## src/rtl/fetch_pkg.sv

```systemverilog
`default_nettype none
// ============================================================================
//  Module      : fetch_pkg
//  Description : Shared definitions for the fetch stage and its neighbours:
//                opcode field position, HLT opcode, fetch FSM states and the
//                default PC/instruction widths.
//  Revision    : 1.0  initial release
// ============================================================================
package fetch_pkg;

  localparam int PC_W_DEF    = 22;
  localparam int INSTR_W_DEF = 32;

  // Opcode field position inside an instruction word
  localparam int OP_MSB = 31;
  localparam int OP_LSB = 27;

  localparam logic [OP_MSB-OP_LSB:0] HLT_OP = 5'b11111;

  typedef enum logic [1:0] {
    ST_FILL = 2'd0,   // memory pipeline holds no real data yet
    ST_RUN  = 2'd1,   // steady-state fetching
    ST_HALT = 2'd2    // HLT seen; frozen until reset
  } fetch_state_e;

endpackage
`default_nettype wire

```

## src/rtl/fetch_ctrl.sv

```systemverilog
`default_nettype none
// ============================================================================
//  Module      : fetch_ctrl
//  Description : Fetch-stage FSM. Produces advance / redirect / drain /
//                halt-set decodes consumed by the fetch datapath.
//  Revision    : 1.0  initial release
// ============================================================================
module fetch_ctrl
  import fetch_pkg::*;
(
  input  logic clk,
  input  logic rst_n,
  input  logic stall_i,
  input  logic branch_taken_i,
  input  logic f_valid_i,
  input  logic hlt_op_i,
  output logic advance_o,
  output logic redirect_o,
  output logic drain_o,
  output logic halt_set_o,
  output logic halted_o
);

  fetch_state_e state_q, state_d;

  // State register
  always_ff @(posedge clk or negedge rst_n) begin
    if (!rst_n) state_q <= ST_FILL;
    else        state_q <= state_d;
  end

  // Decodes and next state; a branch outranks both stall and HLT detection
  always_comb begin
    logic halted;
    logic redirect;
    logic advance;
    logic halt_set;
    halted   = (state_q == ST_HALT);
    redirect = branch_taken_i && !halted;
    advance  = !halted && !branch_taken_i && !stall_i;
    halt_set = advance && (state_q == ST_RUN) && f_valid_i && hlt_op_i;

    state_d = state_q;
    if (redirect)                            state_d = ST_FILL;
    else if (halt_set)                       state_d = ST_HALT;
    else if (advance && state_q == ST_FILL)  state_d = ST_RUN;

    halted_o   = halted;
    redirect_o = redirect;
    advance_o  = advance;
    halt_set_o = halt_set;
    drain_o    = halted && !stall_i;
  end

endmodule
`default_nettype wire

```

## src/rtl/fetch_stage.sv

```systemverilog
`default_nettype none
// ============================================================================
//  Module      : fetch_stage
//  Description : Instruction fetch with IF/ID register. Owns the PC, drives a
//                1-cycle synchronous instruction memory, handles stalls,
//                EX branch redirects and sticky HLT detection.
//  Revision    : 1.0  initial release
// ============================================================================
module fetch_stage
  import fetch_pkg::*;
#(
  parameter int              PC_W     = PC_W_DEF,
  parameter int              INSTR_W  = INSTR_W_DEF,
  parameter logic [PC_W-1:0] RESET_PC = '0
) (
  input  logic               clk,
  input  logic               rst_n,
  input  logic               stall,
  input  logic               branch_taken,
  input  logic [PC_W-1:0]    branch_target,
  input  logic [INSTR_W-1:0] instr_rd_data,
  output logic [PC_W-1:0]    instr_addr,
  output logic [PC_W-1:0]    ID_PC,
  output logic [PC_W-1:0]    ID_PC_out,
  output logic [INSTR_W-1:0] ID_instr,
  output logic               ID_valid,
  output logic               hlt
);

  logic [PC_W-1:0]    pc_q, pc_d;
  logic [PC_W-1:0]    pc_f_q, pc_f_d;
  logic               f_valid_q, f_valid_d;
  logic [PC_W-1:0]    id_pc_q, id_pc_d;
  logic [INSTR_W-1:0] id_instr_q, id_instr_d;
  logic               id_valid_q, id_valid_d;
  logic               hlt_q, hlt_d;

  logic advance, redirect, drain, halt_set, halted;
  logic instr_is_hlt;

  assign instr_is_hlt = (instr_rd_data[OP_MSB:OP_LSB] == HLT_OP);

  fetch_ctrl u_ctrl (
    .clk            (clk),
    .rst_n          (rst_n),
    .stall_i        (stall),
    .branch_taken_i (branch_taken),
    .f_valid_i      (f_valid_q),
    .hlt_op_i       (instr_is_hlt),
    .advance_o      (advance),
    .redirect_o     (redirect),
    .drain_o        (drain),
    .halt_set_o     (halt_set),
    .halted_o       (halted)
  );

  // Re-present pc_f while holding so read data keeps matching pc_f
  assign instr_addr = (stall || halted) ? pc_f_q : pc_q;

  assign ID_PC     = id_pc_q;
  assign ID_PC_out = id_pc_q + PC_W'(1);
  assign ID_instr  = id_instr_q;
  assign ID_valid  = id_valid_q;
  assign hlt       = hlt_q;

  // Next-state datapath: redirect flushes, advance shifts, drain bubbles ID
  always_comb begin
    pc_d       = pc_q;
    pc_f_d     = pc_f_q;
    f_valid_d  = f_valid_q;
    id_pc_d    = id_pc_q;
    id_instr_d = id_instr_q;
    id_valid_d = id_valid_q;
    hlt_d      = hlt_q;
    if (redirect) begin
      pc_d       = branch_target;
      f_valid_d  = 1'b0;
      id_valid_d = 1'b0;
    end else if (advance) begin
      id_instr_d = instr_rd_data;
      id_pc_d    = pc_f_q;
      id_valid_d = f_valid_q;
      pc_f_d     = pc_q;
      f_valid_d  = 1'b1;
      pc_d       = pc_q + PC_W'(1);
      if (halt_set) hlt_d = 1'b1;
    end else if (drain) begin
      id_valid_d = 1'b0;
    end
  end

  // Pipeline registers
  always_ff @(posedge clk or negedge rst_n) begin
    if (!rst_n) begin
      pc_q       <= RESET_PC;
      pc_f_q     <= '0;
      f_valid_q  <= 1'b0;
      id_pc_q    <= '0;
      id_instr_q <= '0;
      id_valid_q <= 1'b0;
      hlt_q      <= 1'b0;
    end else begin
      pc_q       <= pc_d;
      pc_f_q     <= pc_f_d;
      f_valid_q  <= f_valid_d;
      id_pc_q    <= id_pc_d;
      id_instr_q <= id_instr_d;
      id_valid_q <= id_valid_d;
      hlt_q      <= hlt_d;
    end
  end

endmodule
`default_nettype wire

```

## config.mk

```make
export PLATFORM = sky130hd
export DESIGN_NAME = fetch_stage
export DESIGN_NICKNAME = d
export VERILOG_FILES = /design/src/rtl/fetch_pkg.sv /design/src/rtl/fetch_ctrl.sv /design/src/rtl/fetch_stage.sv
export SDC_FILE = /design/constraint.sdc
export NUM_CORES = 1
export LEC_CHECK = 0
export BUFFER_PORTS_ARGS = -buffer_cell sky130_fd_sc_hd__buf_4
export CAP_MARGIN = 20
export CORE_UTILIZATION = 51
export CTS_CLUSTER_SIZE = 25
export DETAILED_ROUTE_END_ITERATION = 6
export HOLD_SLACK_MARGIN = 0.06
export PLACE_DENSITY = 0.8
export SLEW_MARGIN = 0
export SYNTH_ARGS = -nofsm -noshare
export SYNTH_HDL_FRONTEND = slang
export SYNTH_HIERARCHICAL = 1
export SYNTH_SLANG_ARGS = --single-unit
```

## constraint.sdc

```tcl
create_clock -name clk -period 2.7 [get_ports clk]
set_input_delay 0.135 -clock clk [delete_from_list [all_inputs] [get_ports clk]]
set_output_delay 0.135 -clock clk [all_outputs]
set_load 0.1 [all_outputs]
```

==> out/summary.json, run 1 <==
{
  "sta": {
    "fmax_mhz": 415,
    "finalClockSkew_ps": 14.7,
    "finalSetupTns_ps": 0,
    "grt_setup_unrepaired": "false",
    "max_slew.worst_pin.slew_ps": 672,
    "hold_viol": 0,
    "headroom_to_the_max_slew_limit": 0.552,
    "fin_crit_ps": 2410,
    "final_min_period_over_clock_period": 0.892,
    "worst_slack_ps": 291,
    "final_max_slew_viol_count": 0,
    "setup_violations": 0
  },
  "cells_and_area": {
    "diodes": 0,
    "fin_nets": 690,
    "postLayoutCoreUtil": 0.780,
    "drive_above_1_share": 0.496,
    "final_cells": 764,
    "postLayoutCellArea_um2": 7310,
    "area.sequential_um2": 2590,
    "filler_cell_count": 611,
    "multi_input_comb_area_um2": 2510,
    "area_growth_pct": 45.7
  },
  "clock_tree": {
    "max-clock-path-buffers": 2,
    "cts_tree": "yes",
    "cts_max_level": 3,
    "postCtsResizedCells": 0,
    "path_clk_slew_ps": 110,
    "clock-sinks": 103,
    "worst_skew_pair.late_latency_ps": 370,
    "tritoncts_buffers": 9,
    "clock_tree.root_cell": "clkbuf_8"
  },
  "critical_path": {
    "worst-path-max-fanout": 7,
    "worst-setup-path-type": "reg -> out",
    "timing.critical_path.slowest_cell_delay_ps": 420,
    "worstSetupStartpointType": "flip-flop",
    "worst-path-buf-inv": 1,
    "crit_arrival_ps": 2270,
    "worst_setup_path_end_kind": "primary output",
    "crit_chain": "ha_1 > nand2_1 > nor2_1 > nand3_1 > xnor2_4 > buf_4",
    "worst-endpoint-required_ps": 2570,
    "cp_top_family": "simple AND/OR/NAND/NOR gates",
    "max_stage_delay_cell_worst_path": "nor2_1"
  },
  "logic_synthesis": {
    "yosys_register_bits": 103,
    "yosys.area_share.xor_xnor": 0.0559,
    "post_synth_inst_count": 419,
    "synth_seq_area_share": 0.514,
    "ys.warnings.count": 6,
    "area_fraction_in_compound_gates_after_synthesis": 0.0364,
    "yosys.area.top_type": "dfrtp_1",
    "adder_and_majority_gate_portion_of_the_synthesized_area": 0.00499,
    "post_synth_and_or_nand_nor_area_fraction": 0.131,
    "ys_types": 35,
    "synth_area_um2": 5010,
    "synth_top_area_frac": 0.514,
    "synthesis.area_per_instance_um2": 12.0,
    "combinational_family_with_the_most_area_after_synthesis": "multiplexers",
    "synth_area_leaders": "dfrtp_1 51%, mux2_2 22%, xnor2_1 3.8%, nand2_1 2.6%, nand3_1 1.9%",
    "synthesis.nets": 479,
    "share_of_synthesized_area_spent_on_multiplexers": 0.234
  },
  "outcome": {
    "run_status": "finished, final reports clean"
  },
  "run": {
    "timing.max_cap.violations": 0
  },
  "routing": {
    "detailedRoute.firstPassIterationCount": 4,
    "vias": 4018,
    "post_drt_wl_per_cell_um": 16.1,
    "drc_errors": 0,
    "drt-vias-per-instance": 5.26,
    "first_iter_violations": 130,
    "detail-route-antenna-nets": 0,
    "final_wirelength_um": 12300
  },
  "global_route": {
    "grt_first_pass_wirelength_um": 19900,
    "grt_util_all_layers": 0.255,
    "initial_antenna_violation_count": 0,
    "grt_pass1_vias": 4060,
    "globalRouteOverflowTotal": 0,
    "grt_max_degree": 79
  },
  "floorplan": {
    "fp.dieH_um": 101,
    "core_area_um2": 9370,
    "design.die.area_um2": 10200,
    "io-pin-count": 158,
    "floorplan.die.width_um": 101,
    "initial_core_util": 0.535,
    "placement_rows": 35
  },
  "place": {
    "gp_congestion": 0.795,
    "placed_cells": 692,
    "detailed_place_hpwl_um": 8250,
    "dp_worst_setup_slack_ps": 417,
    "port_buffers": 157,
    "detailed_place.area_um2": 6540
  },
  "power": {
    "internal_power_mw": 3.40,
    "vdd.ir_drop.worst_mv": 0.792,
    "leakage_power_of_the_design_nw": 3.26,
    "clockPowerShare": 0.129,
    "power_frac_comb": 0.578,
    "p_seq_frac": 0.293,
    "power_density_nw_per_um2": 1070,
    "netSwitchingFraction": 0.566,
    "net_switching_power_figure_mw": 4.44
  },
  "min_path": {
    "hold_path.class": "in -> reg"
  }
}
[synthesized netlist by cell type (all sizes together)]
master     n
a21o       1
a221o      2
a22oi      6
a2bb2oi    1
and2b      1
and3       2
and4       2
and4b      1
buf       12
clkbuf     9
dfrtp    103
ha         2
inv        6
mux2      97
mux2i      8
nand2     35
nand3     19
nand4     12
nor2      20
nor2b      8
nor3       7
nor3b      2
nor4       9
nor4b      1
o21ai     15
o21bai     1
o311a      1
o311ai     1
or2        2
or4        1
xnor2     22
xor2      10
[registers in the layout, indices dropped and copies added, names as in the netlist]
| signal | flops |
|---|---|
| ID_PC | 22 |
| u_ctrl/state_q | 2 |
| ID_instr | 32 |
| f_valid_q | 1 |
| pc_q | 22 |
| hlt | 1 |
| ID_valid | 1 |
| pc_f_q | 22 |
[power by group through the flow]
stage	Combinational [mW]	Clock, mW	Sequential (mW)
after CTS	4.54	1.05	2.29
after global placement	4.43	0	2.29
after detailed placement	4.47	0	2.31
after global routing	4.66	1.08	2.35
after floorplan	2.12	0	3.74
final	4.54	1.01	2.29
[path summary, 6_finish.rpt]
path / from / endpoint / slack [ps] / depth (start not counted)
setup reg to reg: u_ctrl/state_q[1]$_DFFE_PN0P_ / pc_q[14]$_DFFE_PN0P_ / 430 / 6
hold reg to reg: hlt$_DFFE_PN0P_ / hlt$_DFFE_PN0P_ / 490 / 1
hold / removal: stall / u_ctrl/state_q[0]$_DFFE_PN0P_ / 80 / 2
max in group asynchronous: rst_n / ID_instr[8]$_DFFE_PN0P_ / 1520 / 3
min in group asynchronous: rst_n / ID_instr[19]$_DFFE_PN0P_ / 340 / 2
setup / recovery: ID_PC[1]$_DFFE_PN0P_ / ID_PC_out[20] / 290 / 6
[per-stage QoR]
stage | power [mW] | hold WS (ps)
6_report | 7.84 | 82.0
5_1_grt | 8.10 | 95.9
4_1_cts | 7.88 | 73.0
3_5_place_dp | 6.78 | 212
3_3_place_gp | 6.71 | 207
2_1_floorplan | 5.87 | -161
[layout by cell type, fill, tap and decap left out, drive strengths merged, types with 9 or more instances in the layout]
| master | synthesis | routed |
|---|---|---|
| o21ai | 15 | 15 |
| inv | 6 | 10 |
| nand4 | 12 | 12 |
| clkbuf | 9 | 9 |
| nand3 | 19 | 19 |
| nand2 | 35 | 35 |
| dfrtp | 103 | 103 |
| nor2 | 20 | 20 |
| buf | 12 | 165 |
| xor2 | 10 | 10 |
| nor4 | 9 | 9 |
| dlygate4sd3 | 0 | 56 |
| mux2 | 97 | 97 |
| xnor2 | 22 | 22 |
[cells by family (layout without fill, tap and decap cells)]
logic type / Yosys count / in the layout
flip-flops: 103 / 103
buffers and inverters: 27 / 243
XOR/XNOR: 32 / 32
AND/OR/NAND/NOR: 122 / 122
multiplexers: 105 / 105
adder cells (fa/ha/maj): 2 / 2
AO/OA/AOI/OAI: 28 / 28
[what timing repair did]
item / in CTS / in global routing
endpoints found under the hold margin: 108 / 0
hold buffers: 56 / 0
setup buffers: 0 / 0
[per-layer routing]
layer	share of wire	vias to the layer above	track usage
met2	0.47	151	0.415
met4	0.017	0	0.0925
met5	0	-	0
li1	-	1917	-
met1	0.44	1933	0.336
met3	0.071	17	0.0594
[layout make-up]
cell class	count	share of cell area
sequential	103	0.355
multi-input combinational	289	0.343
timing repair buffer	221	0.248
tap	129	0.0221
clock buffer	9	0.0170
clock inverter	7	0.0118
inverter	6	0.00308
(Power assumes the default switching activity.)
==> inputs of run 2 (changes only) <==
--- a/config.mk
+++ b/config.mk
@@ -11,9 +11,10 @@
 export CTS_CLUSTER_SIZE = 25
 export DETAILED_ROUTE_END_ITERATION = 6
 export HOLD_SLACK_MARGIN = 0.06
-export PLACE_DENSITY = 0.8
+export PLACE_DENSITY = 0.87
 export SLEW_MARGIN = 0
 export SYNTH_ARGS = -nofsm -noshare
 export SYNTH_HDL_FRONTEND = slang
 export SYNTH_HIERARCHICAL = 1
 export SYNTH_SLANG_ARGS = --single-unit
+export TNS_END_PERCENT = 50
==> out/summary.json, run 2 (synthesis gave the netlist of run 1 again) <==
{
  "outcome": {
    "run_status": "finished, final reports clean"
  },
  "routing": {
    "detailedRoute.firstPassIterationCount": {"value": 4, "change": "unchanged"},
    "drc_errors": {"value": 0, "change": "unchanged"},
    "drt-vias-per-instance": {"value": 5.37, "change": "+2.1%"},
    "detail-route-antenna-nets": {"value": 0, "change": "unchanged"},
    "vias": {"value": 4101, "change": "+2.1%"},
    "final_wirelength": {"value": 12600, "unit": "um", "change": "+2.6%"},
    "first_iter_violations": {"value": 218, "change": "+68%"},
    "post_drt_wl_per_cell": {"value": 16.5, "unit": "um", "change": "+2.6%"}
  },
  "clock_tree": {
    "worst_skew_pair.late_latency": {"value": 370, "unit": "ps", "change": "about the same"},
    "clock-sinks": {"value": 103, "change": "unchanged"},
    "cts_max_level": {"value": 3, "change": "unchanged"},
    "path_clk_slew": {"value": 100, "unit": "ps", "change": "about the same"},
    "tritoncts_buffers": {"value": 9, "change": "unchanged"},
    "cts_tree": "yes",
    "max-clock-path-buffers": {"value": 2, "change": "unchanged"},
    "clock_tree.root_cell": "clkbuf_8"
  },
  "floorplan": {
    "core_area": {"value": 9370, "unit": "um2", "change": "unchanged"},
    "io-pin-count": {"value": 158, "change": "unchanged"},
    "design.die.area": {"value": 10200, "unit": "um2", "change": "unchanged"},
    "fp.dieH": {"value": 101, "unit": "um", "change": "unchanged"},
    "placement_rows": {"value": 35, "change": "unchanged"},
    "initial_core_util": {"value": 0.535, "change": "unchanged"},
    "floorplan.die.width": {"value": 101, "unit": "um", "change": "unchanged"}
  },
  "power": {
    "design_power_total": {"value": 7.98, "unit": "mW", "change": "+1.8%"},
    "power_density": {"value": 1090, "unit": "nW/um2", "change": "+1.2%"},
    "leakage_power_of_the_design": {"value": 3.28, "unit": "nW", "change": "+0.53%"},
    "vdd.ir_drop.worst": {"value": 0.708, "unit": "mV", "change": "-11%"}
  },
  "cells_and_area": {
    "most-common-layout-cells": "163 x buf_4, 97 x mux2_2, 92 x dfrtp_1",
    "diodes": {"value": 0, "change": "unchanged"},
    "drive_above_1_share": {"value": 0.494, "change": "-0.00157"},
    "postLayoutCoreUtil": {"value": 0.784, "change": "+0.00467"},
    "area_growth_pct": 46.6,
    "fin_nets": {"value": 690, "change": "unchanged"},
    "postLayoutCellArea": {"value": 7350, "unit": "um2", "change": "+0.60%"},
    "number_of_flip_flops_in_the_largest_register": {"value": 32, "change": "unchanged"},
    "final_cells": {"value": 764, "change": "unchanged"},
    "mostFrequentLayoutCell": "buf_4"
  },
  "sta": {
    "grt_setup_unrepaired": "false",
    "finalClockSkew": {"value": 16.4, "unit": "ps", "change": "+1.76 ps"},
    "fmax": {"value": 410, "unit": "MHz", "change": "-1.2%"},
    "setup_violations": {"value": 0, "change": "unchanged"},
    "headroom_to_the_max_slew_limit": {"value": 0.641, "change": "+0.0885"},
    "final_min_period_over_clock_period": {"value": 0.903, "change": "+0.0110"},
    "hold_viol": {"value": 0, "change": "unchanged"},
    "final_max_slew_viol_count": {"value": 0, "change": "unchanged"},
    "max_slew.worst_pin.slew": {"value": 535, "unit": "ps", "change": "-137 ps"},
    "fin_crit": {"value": 2440, "unit": "ps", "change": "+29.8 ps"}
  },
  "critical_path": {
    "crit_arrival": {"value": 2300, "unit": "ps", "change": "+30 ps"},
    "cpMostUsedCell": "nand3_1",
    "worst-path-max-fanout": {"value": 6, "change": "-1"},
    "worst_setup_path_end_kind": "primary output",
    "max_stage_delay_cell_worst_path": "nor4_2",
    "timing.critical_path.slowest_cell_delay": {"value": 520, "unit": "ps", "change": "+100 ps"},
    "worstSetupStartpointType": "flip-flop",
    "crit_chain": "nand3_1 > nor4_2 > nand3_1 > xnor2_4 > buf_4",
    "worst-setup-path-type": "reg -> out",
    "worst-endpoint-required": {"value": 2570, "unit": "ps", "change": "about the same"},
    "ff2ff_path_depth": {"value": 6, "change": "unchanged"}
  },
  "global_route": {
    "grt_util_all_layers": {"value": 0.263, "change": "+0.00788"},
    "initial_antenna_violation_count": {"value": 0, "change": "unchanged"},
    "grt_first_pass_wirelength": {"value": 20700, "unit": "um", "change": "+3.7%"},
    "globalRouteOverflowTotal": {"value": 0, "change": "unchanged"},
    "grt_max_degree": {"value": 104, "change": "+32%"},
    "grt_pass1_vias": {"value": 4224, "change": "+4.0%"}
  },
  "place": {
    "detailed_place.area": {"value": 6540, "unit": "um2", "change": "about the same"},
    "port_buffers": {"value": 157, "change": "unchanged"},
    "placed_cells": {"value": 692, "change": "unchanged"},
    "detailed_place_hpwl": {"value": 8300, "unit": "um", "change": "+0.64%"},
    "gp_congestion": {"value": 0.802, "change": "+0.79%"}
  },
  "min_path": {
    "hold_path.class": "in -> reg",
    "whs_path_depth": {"value": 2, "change": "unchanged"}
  },
  "run": {
    "timing.max_cap.violations": {"value": 0, "change": "unchanged"}
  }
}
-- run 2: power by group --
group | internal [mW] | switching, mW | leakage (nW)
logic | 1.08 | 3.46 | 1.94
clock network | 0.623 | 0.526 | 0.117
registers | 1.88 | 0.419 | 1.22
total | 3.58 | 4.41 | 3.28
-- run 2: per-stage QoR --
stage	setup slack (ps)	hold WS (ps)	TNS (ps)
3_3_place_gp	518	238	0
4_1_cts	36.3	100	0
3_5_place_dp	386	247	0
2_1_floorplan	-226	-161	-282
5_1_grt	141	111	0
6_report	262	115	0
-- run 2: final timing paths --
path,slack [ps],to,startpoint
max,260,ID_PC_out[19],ID_PC[2]$_DFFE_PN0P_
min,120,u_ctrl/state_q[0]$_DFFE_PN0P_,stall
max reg2reg,390,pc_q[14]$_DFFE_PN0P_,u_ctrl/state_q[1]$_DFFE_PN0P_
min reg2reg,480,hlt$_DFFE_PN0P_,hlt$_DFFE_PN0P_
max in group asynchronous,1900,ID_PC[7]$_DFFE_PN0P_,rst_n
min in group asynchronous,360,ID_instr[26]$_DFFE_PN0P_,rst_n
-- run 2: metal layers --
| metal | vias to the layer above | share of wire | GRT usage |
|---|---|---|---|
| met5 | - | 0 | 0 |
| met4 | 0 | 0.023 | 0.107 |
| met3 | 25 | 0.061 | 0.0573 |
| met2 | 157 | 0.49 | 0.433 |
| met1 | 2002 | 0.43 | 0.340 |
| li1 | 1917 | - | - |
-- run 2: what timing repair did --
action | CTS | global route
setup buffers | 0 | 0
resized for setup | 0 | 1
hold endpoints to repair | 158 | 0
hold buffers | 56 | 0
endpoints found under the setup margin | 0 | 3
-- run 2: final cells by class --
class	instances	area, um2
flip-flops and latches	103	2590
fillers	586	2020
multi-input cells	289	2510
inverters	6	22.5
clock buffers	10	128
clock inverters	6	115
well taps	129	161
repair buffers	221	1820
-- run 2: critical path, delay by kind of cell (launching register included) --
kind / cells / cell delay [ps]
and+or+nand+nor: 3 / 1000
DFF: 1 / 440
buffers and inverters: 1 / 300
xor gates and xnor gates: 1 / 180
